===== src/rtl/cpu_trace_pkg.sv =====
// Shared types for the CPU trace monitor: FSM state codes and the trace entry.
package cpu_trace_pkg;

  // Monitor FSM; the numeric codes are visible on the state output.
  typedef enum logic [1:0] {
    ST_IDLE   = 2'd0,
    ST_RUN    = 2'd1,
    ST_HALTED = 2'd2,
    ST_FROZEN = 2'd3
  } mon_state_t;

  // Default bus width of the attached CPU.
  localparam int DEFAULT_DATA_W = 32;

  // One retired instruction as stored in the trace FIFO: {pc, alu}.
  typedef struct packed {
    logic [DEFAULT_DATA_W-1:0] pc;
    logic [DEFAULT_DATA_W-1:0] alu;
  } trace_entry_t;

endpackage


===== src/rtl/cpu_trace_monitor_trace_fifo.sv =====
// Show-ahead trace FIFO holding {pc, alu} pairs, with a selectable
// full policy (drop newest or drop oldest) and a sticky loss flag.
module trace_fifo #(
  parameter int DATA_W = 32,
  parameter int DEPTH  = 16
) (
  input  logic                    clk,
  input  logic                    rst,
  input  logic                    push,
  input  logic [DATA_W-1:0]       push_pc,
  input  logic [DATA_W-1:0]       push_alu,
  input  logic                    pop,
  input  logic                    overwrite,
  output logic [DATA_W-1:0]       head_pc,
  output logic [DATA_W-1:0]       head_alu,
  output logic                    empty,
  output logic                    full,
  output logic [$clog2(DEPTH):0]  count,
  output logic                    overflow
);

  localparam int AW = $clog2(DEPTH);

  logic [2*DATA_W-1:0] mem [DEPTH];
  logic [AW:0]         wr_ptr;
  logic [AW:0]         rd_ptr;
  logic [2*DATA_W-1:0] head;
  logic                do_pop;
  logic                do_write;
  logic                adv_rd;
  logic                lost;

  // Pointers carry one extra wrap bit so full and empty are distinguishable.
  assign empty = (wr_ptr == rd_ptr);
  assign full  = (wr_ptr[AW] != rd_ptr[AW]) && (wr_ptr[AW-1:0] == rd_ptr[AW-1:0]);
  assign count = wr_ptr - rd_ptr;

  // Head is forced to zero while empty so stale storage never shows.
  assign head     = mem[rd_ptr[AW-1:0]];
  assign head_pc  = empty ? '0 : head[2*DATA_W-1:DATA_W];
  assign head_alu = empty ? '0 : head[DATA_W-1:0];

  // A push into a full FIFO with no pop loses an entry; with overwrite the
  // oldest is evicted by advancing the read pointer over the write slot.
  always_comb begin
    do_pop   = pop && !empty;
    lost     = push && full && !do_pop;
    do_write = push && (!full || do_pop || overwrite);
    adv_rd   = do_pop || (lost && overwrite);
  end

  // Storage is not reset; clearing the pointers discards the contents.
  always_ff @(posedge clk) begin
    if (do_write) mem[wr_ptr[AW-1:0]] <= {push_pc, push_alu};
  end

  // Pointer and sticky overflow update.
  always_ff @(posedge clk or negedge rst) begin
    if (!rst) begin
      wr_ptr   <= '0;
      rd_ptr   <= '0;
      overflow <= 1'b0;
    end else begin
      if (do_write) wr_ptr <= wr_ptr + (AW+1)'(1);
      if (adv_rd)   rd_ptr <= rd_ptr + (AW+1)'(1);
      if (lost)     overflow <= 1'b1;
    end
  end

endmodule


===== src/rtl/cpu_trace_monitor.sv =====
// Run monitor beside the multicycle CPU: detects retirement as a PC change,
// logs {old pc, alu} into a trace FIFO, counts cycles and instructions,
// and flags halts (PC stuck) and PC breakpoints.
module cpu_trace_monitor
  import cpu_trace_pkg::*;
#(
  parameter int DATA_W      = 32,
  parameter int DEPTH       = 16,
  parameter int HALT_CYCLES = 8,
  parameter int CNT_W       = 32
) (
  input  logic                   clk,
  input  logic                   rst,
  input  logic                   en,
  input  logic                   overwrite,
  input  logic [DATA_W-1:0]      pc_in,
  input  logic [DATA_W-1:0]      alu_in,
  input  logic                   bp_en,
  input  logic [DATA_W-1:0]      bp_addr,
  input  logic                   resume,
  input  logic                   rd_en,
  output logic [DATA_W-1:0]      rd_pc,
  output logic [DATA_W-1:0]      rd_alu,
  output logic                   empty,
  output logic                   full,
  output logic [$clog2(DEPTH):0] count,
  output logic                   overflow,
  output logic [CNT_W-1:0]       cycle_cnt,
  output logic [CNT_W-1:0]       instr_cnt,
  output logic                   halted,
  output logic                   bp_hit,
  output logic [1:0]             state
);

  localparam int                 STALL_W    = $clog2(HALT_CYCLES);
  localparam logic [STALL_W-1:0] STALL_LAST = STALL_W'(HALT_CYCLES - 1);
  localparam logic [CNT_W-1:0]   CNT_MAX    = '1;

  mon_state_t          state_q, state_d;
  logic [DATA_W-1:0]   pc_q, pc_d;
  logic [STALL_W-1:0]  stall_q, stall_d;
  logic [CNT_W-1:0]    cyc_q, cyc_d;
  logic [CNT_W-1:0]    ins_q, ins_d;
  logic                bp_hit_q, bp_hit_d;
  logic                retire;
  logic                push;

  function automatic logic [CNT_W-1:0] sat_inc(input logic [CNT_W-1:0] v);
    return (v == CNT_MAX) ? v : v + CNT_W'(1);
  endfunction

  assign retire    = (pc_in != pc_q);
  assign state     = state_q;
  assign halted    = (state_q == ST_HALTED);
  assign bp_hit    = bp_hit_q;
  assign cycle_cnt = cyc_q;
  assign instr_cnt = ins_q;

  // Next-state, counter and push decode. pc_q follows pc_in in every state
  // so pausing (en low, FROZEN, IDLE) never produces a spurious retire later.
  always_comb begin
    state_d  = state_q;
    pc_d     = pc_in;
    stall_d  = stall_q;
    cyc_d    = cyc_q;
    ins_d    = ins_q;
    bp_hit_d = 1'b0;
    push     = 1'b0;
    case (state_q)
      ST_IDLE: begin
        stall_d = '0;
        if (en) state_d = ST_RUN;
      end
      ST_RUN: begin
        if (en) begin
          cyc_d = sat_inc(cyc_q);
          if (retire) begin
            push    = 1'b1;
            ins_d   = sat_inc(ins_q);
            stall_d = '0;
            if (bp_en && (pc_in == bp_addr)) begin
              state_d  = ST_FROZEN;
              bp_hit_d = 1'b1;
            end
          end else if (stall_q == STALL_LAST) begin
            state_d = ST_HALTED;
            stall_d = '0;
          end else begin
            stall_d = stall_q + STALL_W'(1);
          end
        end
      end
      ST_HALTED: begin
        if (en) begin
          cyc_d = sat_inc(cyc_q);
          if (retire) begin
            push    = 1'b1;
            ins_d   = sat_inc(ins_q);
            stall_d = '0;
            state_d = ST_RUN;
          end
        end
      end
      ST_FROZEN: begin
        stall_d = '0;
        if (resume) state_d = ST_RUN;
      end
      default: state_d = ST_IDLE;
    endcase
  end

  // Monitor state registers.
  always_ff @(posedge clk or negedge rst) begin
    if (!rst) begin
      state_q  <= ST_IDLE;
      pc_q     <= '0;
      stall_q  <= '0;
      cyc_q    <= '0;
      ins_q    <= '0;
      bp_hit_q <= 1'b0;
    end else begin
      state_q  <= state_d;
      pc_q     <= pc_d;
      stall_q  <= stall_d;
      cyc_q    <= cyc_d;
      ins_q    <= ins_d;
      bp_hit_q <= bp_hit_d;
    end
  end

  trace_fifo #(
    .DATA_W (DATA_W),
    .DEPTH  (DEPTH)
  ) u_fifo (
    .clk       (clk),
    .rst       (rst),
    .push      (push),
    .push_pc   (pc_q),
    .push_alu  (alu_in),
    .pop       (rd_en),
    .overwrite (overwrite),
    .head_pc   (rd_pc),
    .head_alu  (rd_alu),
    .empty     (empty),
    .full      (full),
    .count     (count),
    .overflow  (overflow)
  );

endmodule


===== config.mk =====
export PLATFORM = sky130hd
export DESIGN_NAME = cpu_trace_monitor
export DESIGN_NICKNAME = d
export VERILOG_FILES = /design/src/rtl/cpu_trace_pkg.sv /design/src/rtl/cpu_trace_monitor_trace_fifo.sv /design/src/rtl/cpu_trace_monitor.sv
export SDC_FILE = /design/constraint.sdc
export NUM_CORES = 1
export LEC_CHECK = 0
export CAP_MARGIN = 20
export CORE_MARGIN = 2
export CORE_UTILIZATION = 54
export CTS_CLUSTER_DIAMETER = 50
export DETAILED_ROUTE_END_ITERATION = 16
export HOLD_SLACK_MARGIN = 0.03
export PLACE_DENSITY_LB_ADDON = 0.15
export REMOVE_ABC_BUFFERS = 1
export SLEW_MARGIN = 20
export SYNTH_ARGS = -nofsm -noshare
export SYNTH_HDL_FRONTEND = slang
export SYNTH_HIERARCHICAL = 1
export SYNTH_SLANG_ARGS = --single-unit

===== constraint.sdc =====
create_clock -name clk -period 7.3 [get_ports clk]
set_input_delay 1.46 -clock clk [delete_from_list [all_inputs] [get_ports clk]]
set_output_delay 1.46 -clock clk [all_outputs]
set_load 0.005 [all_outputs]

==> metrics.txt <==
CTS Buffer Depth 3; most common cell after layout, fill and taps aside edfxtp_1; CTS tree built; Initial DRC Count 2205; share of cells above drive strength 1 19.6%; Max-slew headroom 25.8%; Leakage 17.6 nW; Nets 2678; top cells by area, synth edfxtp_1 (69%), mux4_2 (13%), dfrtp_1 (6.3%), nand2_1 (1.8%), xor2_1 (1.6%); pwr/cell area 385 mW/mm^2; core area 0.0821 mm^2; number of global-route vias before repair 23820; Congestion Overflow GR 0; status finished clean; #FFs+latches synth 1137; DR pass1 iterations 5; Vias 22891; Cell Area, Synth 0.0448 mm^2; top_reg_cell synth edfxtp_1; Crit path arrival time 5.25 ns; Resized cells post-CTS 0; num rows 105; placed cells 3507; Core Util, Final 63.8%; Startpoint Class flip-flop; first-pass GRT wire length 157 mm; total of max-cap violations 0; DP Wirelength 62.1 mm; Skew-Pair Late Insertion Delay 0.68 ns; WHS 0.462 ns; area delta synth->final 17.0%; post-route cell area 0.0524 mm^2; CTS clock-pin slew for the worst setup and hold paths 0.06 ns; Hold Buf Count CTS 0; clk root buf clkbuf_16; postcts setup bufs 0; Routed WL 106 mm; I/O Pins 243; Post-DRT Antenna Nets 0; Worst-Margin Slew 1.11 ns; Max Slew Vio Count 0; Post-Layout Cell Count 3730; Gate Count Post-Synth 2247; Max VDD drop 298 uV; clk sinks 1137; die height 292 um; initial antenna violation count 2; routed wire length per instance 28.4 um; crit end category primary output; die area 0.0852 mm^2; H-Tree Depth 3; yosys warns 6; Yosys cell types 59; gr usage total 25.3%; fraction of registers with async set/reset 9.94%; gpl congestion 0.857; fin crit period 6.71 ns; Synth Area per Inst 19.9 um^2; Clock Skews 0.0240 ns; kind of critical path reg2out; DRC viols 0; type of the worst min-delay path reg2reg; Fin. Hold Viols 0; Tcrit/Tclk final 91.9%; Yosys top cell by area edfxtp_1; Final setup viols 0; Seq/Total Area, Yosys 75.0%; commonest cells after routing, fill and taps aside edfxtp_1 (1024), mux4_2 (255), clkdlybuf4s50_1 (241); starting density of the core 54.5%; largest net degree at the start of global routing 64; DP Area 0.0484 mm^2; RSZ-0062 raised after global routing false; worst-path maximum fanout 44; Fmax 0.149 GHz; top-area cell type share of the netlist area 68.7%; CP required 5.84 ns; Num CTS Buffers 117; Die W 292 um; IO buf count 242; Post-synth EDFFs 1024; Via-to-Cell Ratio 6.14
power by group:
group | internal (mW) | switching (mW)
Clock | 3.52 | 2.46
Sequential | 7.72 | 0.318
Combinational | 2.98 | 3.14
Total | 14.2 | 5.92
path summary, 6_finish.rpt:
path                                endpoint  slack, ns              from  cells past startpoint
max                                 rd_pc[6]       0.59  u_fifo/rd_ptr[1]                      8
max reg2reg                u_fifo/mem[15][7]       2.87          pc_q[29]                      9
min                          u_fifo/overflow       0.46   u_fifo/overflow                      1
min reg2reg                  u_fifo/overflow       0.46   u_fifo/overflow                      1
max in group asynchronous      cycle_cnt[28]       5.16               rst                      2
min in group asynchronous      instr_cnt[30]       0.84               rst                      1
worst max-delay path, stage by stage, from the launching register on:
cell	delay, ns
dfrtp_4	0.81
clkinv_2	0.43
ha_1	0.46
nand4_4	0.17
nor2_1	0.15
nor3_4	0.86
buf_4	0.74
a221o_1	0.32
clkdlybuf4s50_1	0.55
kinds of logic (layout without fill, tap and decap cells):
| group | Yosys count | after routing | synth area share (%) |
|---|---|---|---|
| buffers and inverters | 122 | 534 | 1.47 |
| xor gates and xnor gates | 137 | 137 | 2.70 |
| DFF | 1137 | 1137 | 75.0 |
| other | 0 | 1 | 0 |
| muxes | 262 | 262 | 13.0 |
| AOI/OAI and AO/OA | 94 | 94 | 1.94 |
| and+or+nand+nor | 477 | 477 | 5.35 |
| adders and majority gates | 18 | 18 | 0.520 |
routing by layer:
metal | wire length [um] | GRT usage (%)
met5 | 0 | 0
met4 | 3680 | 9.28
met3 | 7770 | 4.51
met2 | 52100 | 40.8
met1 | 42600 | 35.0
synthesized netlist by cell type, types with 10 or more instances:
master and n:
buf_2 28, xor2_1 80, inv_1 21, edfxtp_1 1024
and2b_1 10, nor4_1 17, nor2b_1 55, nand4_1 31
buf_6 20, a221o_1 63, nand2_1 214, nor3_1 24
and3_1 23, nor2_1 36, ha_1 17, dfrtp_1 113
clkbuf_1 44, xnor2_1 56, nand3_1 33, mux4_2 255
state kept, by name (all words and copies together), names as in the netlist:
register	flops
stall_q	3
pc_q	32
bp_hit	1
state	2
u_fifo/wr_ptr	5
cycle_cnt	32
instr_cnt	32
u_fifo/overflow	1
u_fifo/mem	1024
u_fifo/rd_ptr	5
per-stage QoR:
stage	power [mW]	TNS [ns]	setup WS, ns
2_1_floorplan	12.1	-6788.23	-8.96
3_5_place_dp	14.4	0	1.34
4_1_cts	20.4	0	0.596
3_3_place_gp	14.3	0	1.48
6_report	20.2	0	0.594
5_1_grt	21.0	0	0.355
area by class of cell:
| type | instances | area, um^2 |
|---|---|---|
| Antenna cell | 1 | 2.50 |
| Fill cell | 5494 | 29800 |
| Clock buffer | 138 | 3130 |
| Inverter | 21 | 80.1 |
| Timing Repair Buffer | 292 | 2820 |
| Multi-Input combinational cell | 988 | 10600 |
| Sequential cell | 1137 | 33600 |
| Clock inverter | 83 | 783 |
| Tap cell | 1070 | 1340 |
Note: power is estimated with default switching activity, not from simulation.
